--- config.mk ---
export PLATFORM = sky130hd
export DESIGN_NAME = or1200_mem_arb
export DESIGN_NICKNAME = d
export VERILOG_FILES = /design/src/rtl/or1200_mem_arb.sv
export SDC_FILE = /design/constraint.sdc
export NUM_CORES = 1
export LEC_CHECK = 0
export CAP_MARGIN = 40
export CORE_UTILIZATION = 30
export CTS_CLUSTER_SIZE = 8
export DETAILED_ROUTE_END_ITERATION = 8
export GPL_ROUTABILITY_DRIVEN = 0
export PLACE_DENSITY_LB_ADDON = 0.2
export SYNTH_ARGS = -nofsm -noshare
export SYNTH_HDL_FRONTEND = slang
export SYNTH_SLANG_ARGS = --single-unit
--- constraint.sdc ---
create_clock -name clk -period 1.1 [get_ports clk]
set_clock_uncertainty 0.05 [all_clocks]
set_input_delay 0.11 -clock clk [delete_from_list [all_inputs] [get_ports clk]]
set_output_delay 0.11 -clock clk [all_outputs]
set_load 0.1 [all_outputs]
--- src/rtl/or1200_mem_arb.sv ---
// Arbiter sharing one single-port synchronous RAM between the OR1200 fetch and data ports.
// Optional fetch starvation guard: define OR1200_ARB_STARVE_GUARD_EN.
module or1200_mem_arb #(
  parameter int AW         = 32,
  parameter int DW         = 32,
  parameter int STARVE_MAX = 4
) (
  input  logic          clk,
  input  logic          rst,
  input  logic          i_req,
  input  logic [AW-1:0] i_addr,
  output logic          i_ack,
  output logic          i_rvalid,
  output logic [DW-1:0] i_rdata,
  input  logic          d_req,
  input  logic          d_we,
  input  logic [AW-1:0] d_addr,
  input  logic [DW-1:0] d_wdata,
  output logic          d_ack,
  output logic          d_rvalid,
  output logic [DW-1:0] d_rdata,
  output logic [AW-1:0] mem_addr,
  output logic          mem_re,
  output logic          mem_we,
  output logic [DW-1:0] mem_wdata,
  input  logic [DW-1:0] mem_rdata
);

  typedef enum logic [1:0] {IDLE, ACC, RESP} state_t;

  state_t r_state, w_state_nxt;
  logic   r_owner;  // 1 = data port owns the current access
  logic   r_wr;
  logic   w_arb, w_gnt_d, w_gnt_i, w_force_i;

  assign w_arb   = (r_state == IDLE) || (r_state == RESP);
  assign w_gnt_d = w_arb && d_req && !w_force_i;
  assign w_gnt_i = w_arb && i_req && !w_gnt_d;

`ifdef OR1200_ARB_STARVE_GUARD_EN
  localparam int SW = $clog2(STARVE_MAX + 1);
  logic [SW-1:0] r_starve_cnt;

  assign w_force_i = i_req && (r_starve_cnt == SW'(STARVE_MAX));

  // Counts arbitrations fetch lost while requesting; any fetch win or idle fetch resets it.
  always_ff @(posedge clk) begin
    if (rst) begin
      r_starve_cnt <= '0;
    end else if (w_arb) begin
      if (w_gnt_i || !i_req)
        r_starve_cnt <= '0;
      else if (r_starve_cnt != SW'(STARVE_MAX))
        r_starve_cnt <= r_starve_cnt + 1'b1;
    end
  end
`else
  assign w_force_i = 1'b0;
`endif

  always_comb begin
    w_state_nxt = r_state;
    case (r_state)
      IDLE, RESP: w_state_nxt = (w_gnt_d || w_gnt_i) ? ACC : IDLE;
      ACC:        w_state_nxt = r_wr ? IDLE : RESP;
      default:    w_state_nxt = IDLE;
    endcase
  end

  // RAM controls are strobes: cleared every cycle unless a grant reloads them.
  always_ff @(posedge clk) begin
    if (rst) begin
      r_state   <= IDLE;
      r_owner   <= 1'b0;
      r_wr      <= 1'b0;
      mem_addr  <= '0;
      mem_wdata <= '0;
      mem_re    <= 1'b0;
      mem_we    <= 1'b0;
    end else begin
      r_state <= w_state_nxt;
      mem_re  <= 1'b0;
      mem_we  <= 1'b0;
      if (w_gnt_d) begin
        r_owner   <= 1'b1;
        r_wr      <= d_we;
        mem_addr  <= d_addr;
        mem_wdata <= d_wdata;
        mem_re    <= !d_we;
        mem_we    <= d_we;
      end else if (w_gnt_i) begin
        r_owner  <= 1'b0;
        r_wr     <= 1'b0;
        mem_addr <= i_addr;
        mem_re   <= 1'b1;
      end
    end
  end

  assign i_ack    = (r_state == ACC)  && !r_owner;
  assign d_ack    = (r_state == ACC)  &&  r_owner;
  assign i_rvalid = (r_state == RESP) && !r_owner;
  assign d_rvalid = (r_state == RESP) &&  r_owner;
  assign i_rdata  = mem_rdata;
  assign d_rdata  = mem_rdata;

endmodule
==> out/results.ini, run 1 <==
[synthesis]
ys_top_cells_by_area=dfxtp_1 (42%), buf_4 (16%), o2bb2ai_2 (13%), mux2i_1 (9.5%), nand2_1 (7.1%)
async_flop_share_pct=0
yosysWarnings=0
avgSynthCellArea_um2=10.00
synth_cell_types=23
syn_inst=336
synth_area_mm2=0.003361
yosysTopAreaCell=dfxtp_1
yosysSeqAreaShare_pct=41.70
synth_edf_count=0
synth_nets=469
synth_flop_cell=dfxtp_1
synth_top_area_share_pct=41.70
ys_ff_latch=70

[setup_path]
crit_path_end_kind=flip-flop
crit_fanout=5
cp_slowest_cell=dfxtp_4
crit_path_max_incr_delay_ns=0.35
crit_arrival_ns=1.61
path_class=flip-flop to flip-flop
critPathLaunchType=flip-flop
path_cells=buf_4, o21ba_4, nand2b_4, buf_6, buf_16, o2bb2ai_2
required_ns=1.31
worstRegToRegCells=6

[power_and_ir_drop]
p_int_mw=5.349
power_density_mw_per_mm2=1292
peakVddDrop_mv=0.7685
p_switching_mw=3.193
leakage_nw=2.597
p_total_mw=8.542
p_comb_share_pct=41.2
power_frac_seq_pct=34.9
clkPwrFrac_pct=23.9
switching_share_pct=37.38

[clock_tree]
cts_root_buffer=clkbuf_8
path_clk_slew_ns=0.08
htree_levels=3
cts.sinks=70
cts-hold-fix-buffers=0
clkLatencyLatePin_ns=0.34
numCtsBuffers=9
cts_tree=yes
cts_buffer_depth=2

[sta]
max_clock_freq_mhz=713.9
slew_headroom_pct=75.25
fin_ws_ns=-0.3009
min_period_ns=1.401
setup_viol_count_final=72
whs_ns=0.1699
tightest_slew_ns=0.3674
rsz0062_at_grt=yes
hold_violations=0
slew_viol_final=0
period_share_pct=127.4

[global_route]
grt_util_all_layers_pct=16.87
antenna_found_initial=0
grt_pass1_wl_um=14810
overflow=0
grt_max_degree=33
grt_pass1_vias=2802

[die]
die_h_um=107.8
ios=267
start_util_pct=30.87
die_x_um=107.8
coreArea_mm2=0.01089
dieArea_mm2=0.01163
row_count=38

[layout]
finish.utilization_pct=60.72
multi_input_area_mm2=0.001662
drive_above_1_share_pct=54.41
seq_area_mm2=0.001504
diodes=0
syn_to_final_growth_pct=96.72
n_fill_cell=889
nets=604

[detailed_routing]
finalWirelength_um=10300
firstDrtPassIters=4
vias=2781
avgViaCountPerCell=4.515
drt_iter0_markers=73
wl_per_cell_um=16.71
ant_nets=0
drc=0

[run_status]
outcome=complete, but fails checks
violations=negative setup slack

[placement]
hpwlAfterDp_um=7113
portBuffers=170

[hold_path]
holdPathStages=3
hold_path_class=input port to flip-flop

[run]
drv_cap=0

## critical path, delay by kind of cell, from the launching register on
| kind | cells | cell delay [ns] |
|---|---|---|
| compound gates | 2 | 0.40 |
| buf+inv | 3 | 0.42 |
| flops | 1 | 0.35 |
| simple gates | 1 | 0.11 |
## state kept, by name, summed over array words and instances (netlist names)
register   count
r_state        2
r_wr           1
mem_addr      32
mem_wdata     32
r_owner        1
mem_we         1
mem_re         1
## cell usage after synthesis (2+ instances only)
master / n
nand2b_1: 3
mux2i_1: 32
buf_6: 6
buf_4: 70
nor2_1: 2
a21oi_1: 33
nor3b_1: 2
nand2_1: 64
inv_1: 2
clkbuf_1: 3
dfxtp_1: 70
buf_2: 8
o2bb2ai_2: 28
o2bb2ai_1: 4
## per-stage QoR
stage                     worst slack, ns  setup TNS (ns)  instances  instance area, um2
final                             -0.3009          -16.24        616                6611
after global routing              -0.3424          -20.06        616                6611
after CTS                         -0.3015          -16.05        616                6347
after detailed placement          -0.2760          -11.78        576                5644
after global placement            -0.2462          -10.77        576                5644
after floorplan                   -0.3119          -2.828        336                3526
## power groups by stage
stage	registers [mW]	logic (mW)	clock network, mW
after floorplan	4.18	1.68	0
after global placement	3.03	3.07	0
after detailed placement	3.03	3.09	0
after CTS	2.97	3.43	2.09
after global routing	3.01	3.63	2.23
final	2.98	3.52	2.04
## final timing paths
| check | slack [ns] | from | endpoint |
|---|---|---|---|
| worst max-delay path | -0.30 | r_state[0] | mem_addr[16] |
| worst min-delay path | 0.17 | d_req | mem_we |
| worst max register to register | -0.30 | r_state[0] | mem_addr[16] |
| worst min register to register | 0.39 | r_wr | r_state[1] |
## routing by layer
layer	global-route usage [%]	part of all wire, %	routed length [um]
met3	7.869	12	1191
met1	18.01	37	3823
met4	4.892	1.1	112
met2	29.49	50	5167
met5	0	0	0
## what timing repair did
| item | CTS | global route |
|---|---|---|
| pin swaps | 3 | 3 |
| buffers inserted | 13 | 1 |
| gates cloned | 11 | 0 |
| resized for setup | 30 | 42 |
| endpoints found under the setup margin | 69 | 74 |
## cell type report
type	instances	share of cell area [%]
flip-flops and latches	70	22.75
inverters	3	0.2082
well taps	140	2.650
clock buffers	9	1.874
multi-input cells	176	25.13
clock inverters	7	0.9841
repair buffers	211	46.40
## cells by family after synthesis
group           count (synthesis)  share of synthesized area, %
buf+inv                        90                         19.51
simple gates                   75                         9.680
flops                          70                         41.70
compound gates                 69                         19.58
mux                            32                         9.531
## placed cells by master (no fill, tap or decap), drive strengths merged
master,count
a21o,1
a21oi,34
buf,109
bufbuf,3
bufinv,1
clkbuf,9
clkdlybuf4s50,99
clkinv,4
clkinvlp,2
dfxtp,70
inv,3
mux2i,32
nand2,64
nand2b,3
nor2,3
nor2b,1
nor3,1
nor3b,3
o21ai,1
o21ba,1
o2bb2ai,32
Power figures use the tool's default switching activity.
==> inputs of run 2 (changes only) <==
--- a/config.mk
+++ b/config.mk
@@ -10,6 +10,7 @@
 export CTS_CLUSTER_SIZE = 8
 export DETAILED_ROUTE_END_ITERATION = 8
 export GPL_ROUTABILITY_DRIVEN = 0
+export MAX_ROUTING_LAYER = met4
 export PLACE_DENSITY_LB_ADDON = 0.2
 export SYNTH_ARGS = -nofsm -noshare
 export SYNTH_HDL_FRONTEND = slang
==> run 2 against run 1 <==
Against the previous run: the flow still finishes with violations (negative setup slack); global-route usage increased by 0.51 points; core utilization increased by 0.31 points; power increased by 0.13%; via count about the same; sequential share of layout area about the same; register-to-register slack about the same; worst hold slack got worse by 0.0039 ns; critical path depth unchanged; flip-flop and latch count unchanged; non-clock buffer count increased by 1; critical endpoint is now mem_addr[31]; highest routed layer unchanged.
==> out/results.ini, run 2 (synthesized netlist as in run 1, its figures left out) <==
[run_status]
outcome=complete, but fails checks
violations=negative setup slack

[placement]
hpwlAfterDp_um=7113
placed_cells_incl_taps=576
pre_cts_ws_ns=-0.2760
portBuffers=170

[setup_path]
critPathLaunchType=flip-flop
path_class=flip-flop to flip-flop
crit_fanout=6
critPathTopFamily=buffers and inverters
cp_slowest_cell=dfxtp_4
crit_path_max_incr_delay_ns=0.35
path_cells=buf_4, o21ba_4, nand2b_4, buf_12, buf_16, o2bb2ai_2
crit_arrival_ns=1.62
crit_path_end_kind=flip-flop
r2r_slack_ns=-0.31
required_ns=1.32
crit_buf_inv=3

[detailed_routing]
wl_per_cell_um=16.90
finalWirelength_um=10430
avgViaCountPerCell=4.509
drc=0
ant_nets=0
vias=2782
drt_iter0_markers=57
firstDrtPassIters=4

[die]
die_x_um=107.8
start_util_pct=30.87
die_h_um=107.8
ios=267
coreArea_mm2=0.01089
row_count=38
dieArea_mm2=0.01163

[sta]
period_share_pct=127.7
tightest_slew_ns=0.3715
fin_ws_ns=-0.3052
max_clock_freq_mhz=711.6
slew_headroom_pct=74.52
min_period_ns=1.405
setup_viol_count_final=72
rsz0062_at_grt=yes
hold_violations=0
slew_viol_final=0

[layout]
nets=605
drive_above_1_share_pct=54.72
multi_input_area_mm2=0.001662
diodes=0
final_cell_count_no_fill=617
n_fill_cell=879
syn_to_final_growth_pct=97.73
final_common_cell=clkdlybuf4s50_1
final_cell_mix=clkdlybuf4s50_1 (99), buf_12 (80), nand2_1 (60), dfxtp_2 (56), mux2i_1 (32)
seq_area_mm2=0.001513
top_regs=mem_addr (32), mem_wdata (32), r_state (2)

[clock_tree]
cts_buffer_depth=2
cts_root_buffer=clkbuf_8
numCtsBuffers=9
cts.sinks=70
clkLatencyLatePin_ns=0.34
htree_levels=3
cts_tree=yes
path_clk_slew_ns=0.08

[global_route]
grt_max_degree=33
grt_pass1_wl_um=14840
antenna_found_initial=0
grt_util_all_layers_pct=17.38
overflow=0
grt_pass1_vias=2804

[power_and_ir_drop]
leakage_nw=2.611
peakVddDrop_mv=0.7653
power_density_mw_per_mm2=1287

[hold_path]
hold_path_class=input port to flip-flop

[run]
drv_cap=0

-- run 2: layout make-up --
class | count | share of cell area [%]
clock buffer | 9 | 1.864
inverter | 3 | 0.2071
clock inverter | 7 | 0.9791
sequential | 70 | 22.76
multi-input combinational | 176 | 25.00
tap | 140 | 2.636
timing repair buffer | 212 | 46.54
-- run 2: worst register-to-register path: stages (launching register included) --
cell and delay (ns):
dfxtp_4 0.35, buf_4 0.15, o21ba_4 0.27, nand2b_4 0.11
buf_12 0.15, buf_16 0.14, o2bb2ai_2 0.13
-- run 2: final timing paths --
check	end	cells after the start	from
worst max-delay path	mem_addr[31]	6	r_state[0]
worst min-delay path	mem_we	3	d_req
worst min register to register	r_state[1]	1	r_wr
worst max register to register	mem_addr[31]	6	r_state[0]
-- run 2: routing by layer --
metal / track usage, % / wire length [um] / up-vias
met4: 3.718 / 86 / 0
met1: 18.75 / 3978 / 1292
li1: - / - / 1344
met5: - / 0 / -
met2: 29.49 / 5239 / 135
met3: 7.567 / 1126 / 11
-- run 2: report_power, final --
group | internal (mW) | switching (mW) | total [mW]
sequential | 2.75 | 0.231 | 2.98
combinational | 1.58 | 1.95 | 3.53
clock | 1.03 | 1.01 | 2.04
total | 5.36 | 3.19 | 8.55
-- run 2: repair_timing --
action                     in CTS  in global routing
resized for setup              30                 46
setup buffers                  13                  1
cloned                         11                  1
pin swaps                       3                  3
hold buffers                    0                  0
setup endpoints to repair      69                 76
-- run 2: stage by stage --
step	setup TNS (ns)	hold slack, ns	power, mW	utilization [%]	area (um2)
5_1_grt	-20.13	0.1702	8.909	61.03	6645
3_5_place_dp	-11.78	0.1710	6.124	51.84	5644
4_1_cts	-16.05	0.1685	8.484	58.30	6347
6_report	-15.89	0.1660	8.553	61.03	6645
2_1_floorplan	-2.828	0.1395	5.864	-	3526
3_3_place_gp	-10.77	0.1710	6.095	51.84	5644
==> inputs of run 3 (changes only) <==
--- a/config.mk
+++ b/config.mk
@@ -9,7 +9,6 @@
 export CORE_UTILIZATION = 30
 export CTS_CLUSTER_SIZE = 8
 export DETAILED_ROUTE_END_ITERATION = 8
-export GPL_ROUTABILITY_DRIVEN = 0
 export MAX_ROUTING_LAYER = met4
 export PLACE_DENSITY_LB_ADDON = 0.2
 export SYNTH_ARGS = -nofsm -noshare
==> results of run 3 <==
The final DEF is identical to that of run 2; final timing and power are the same.
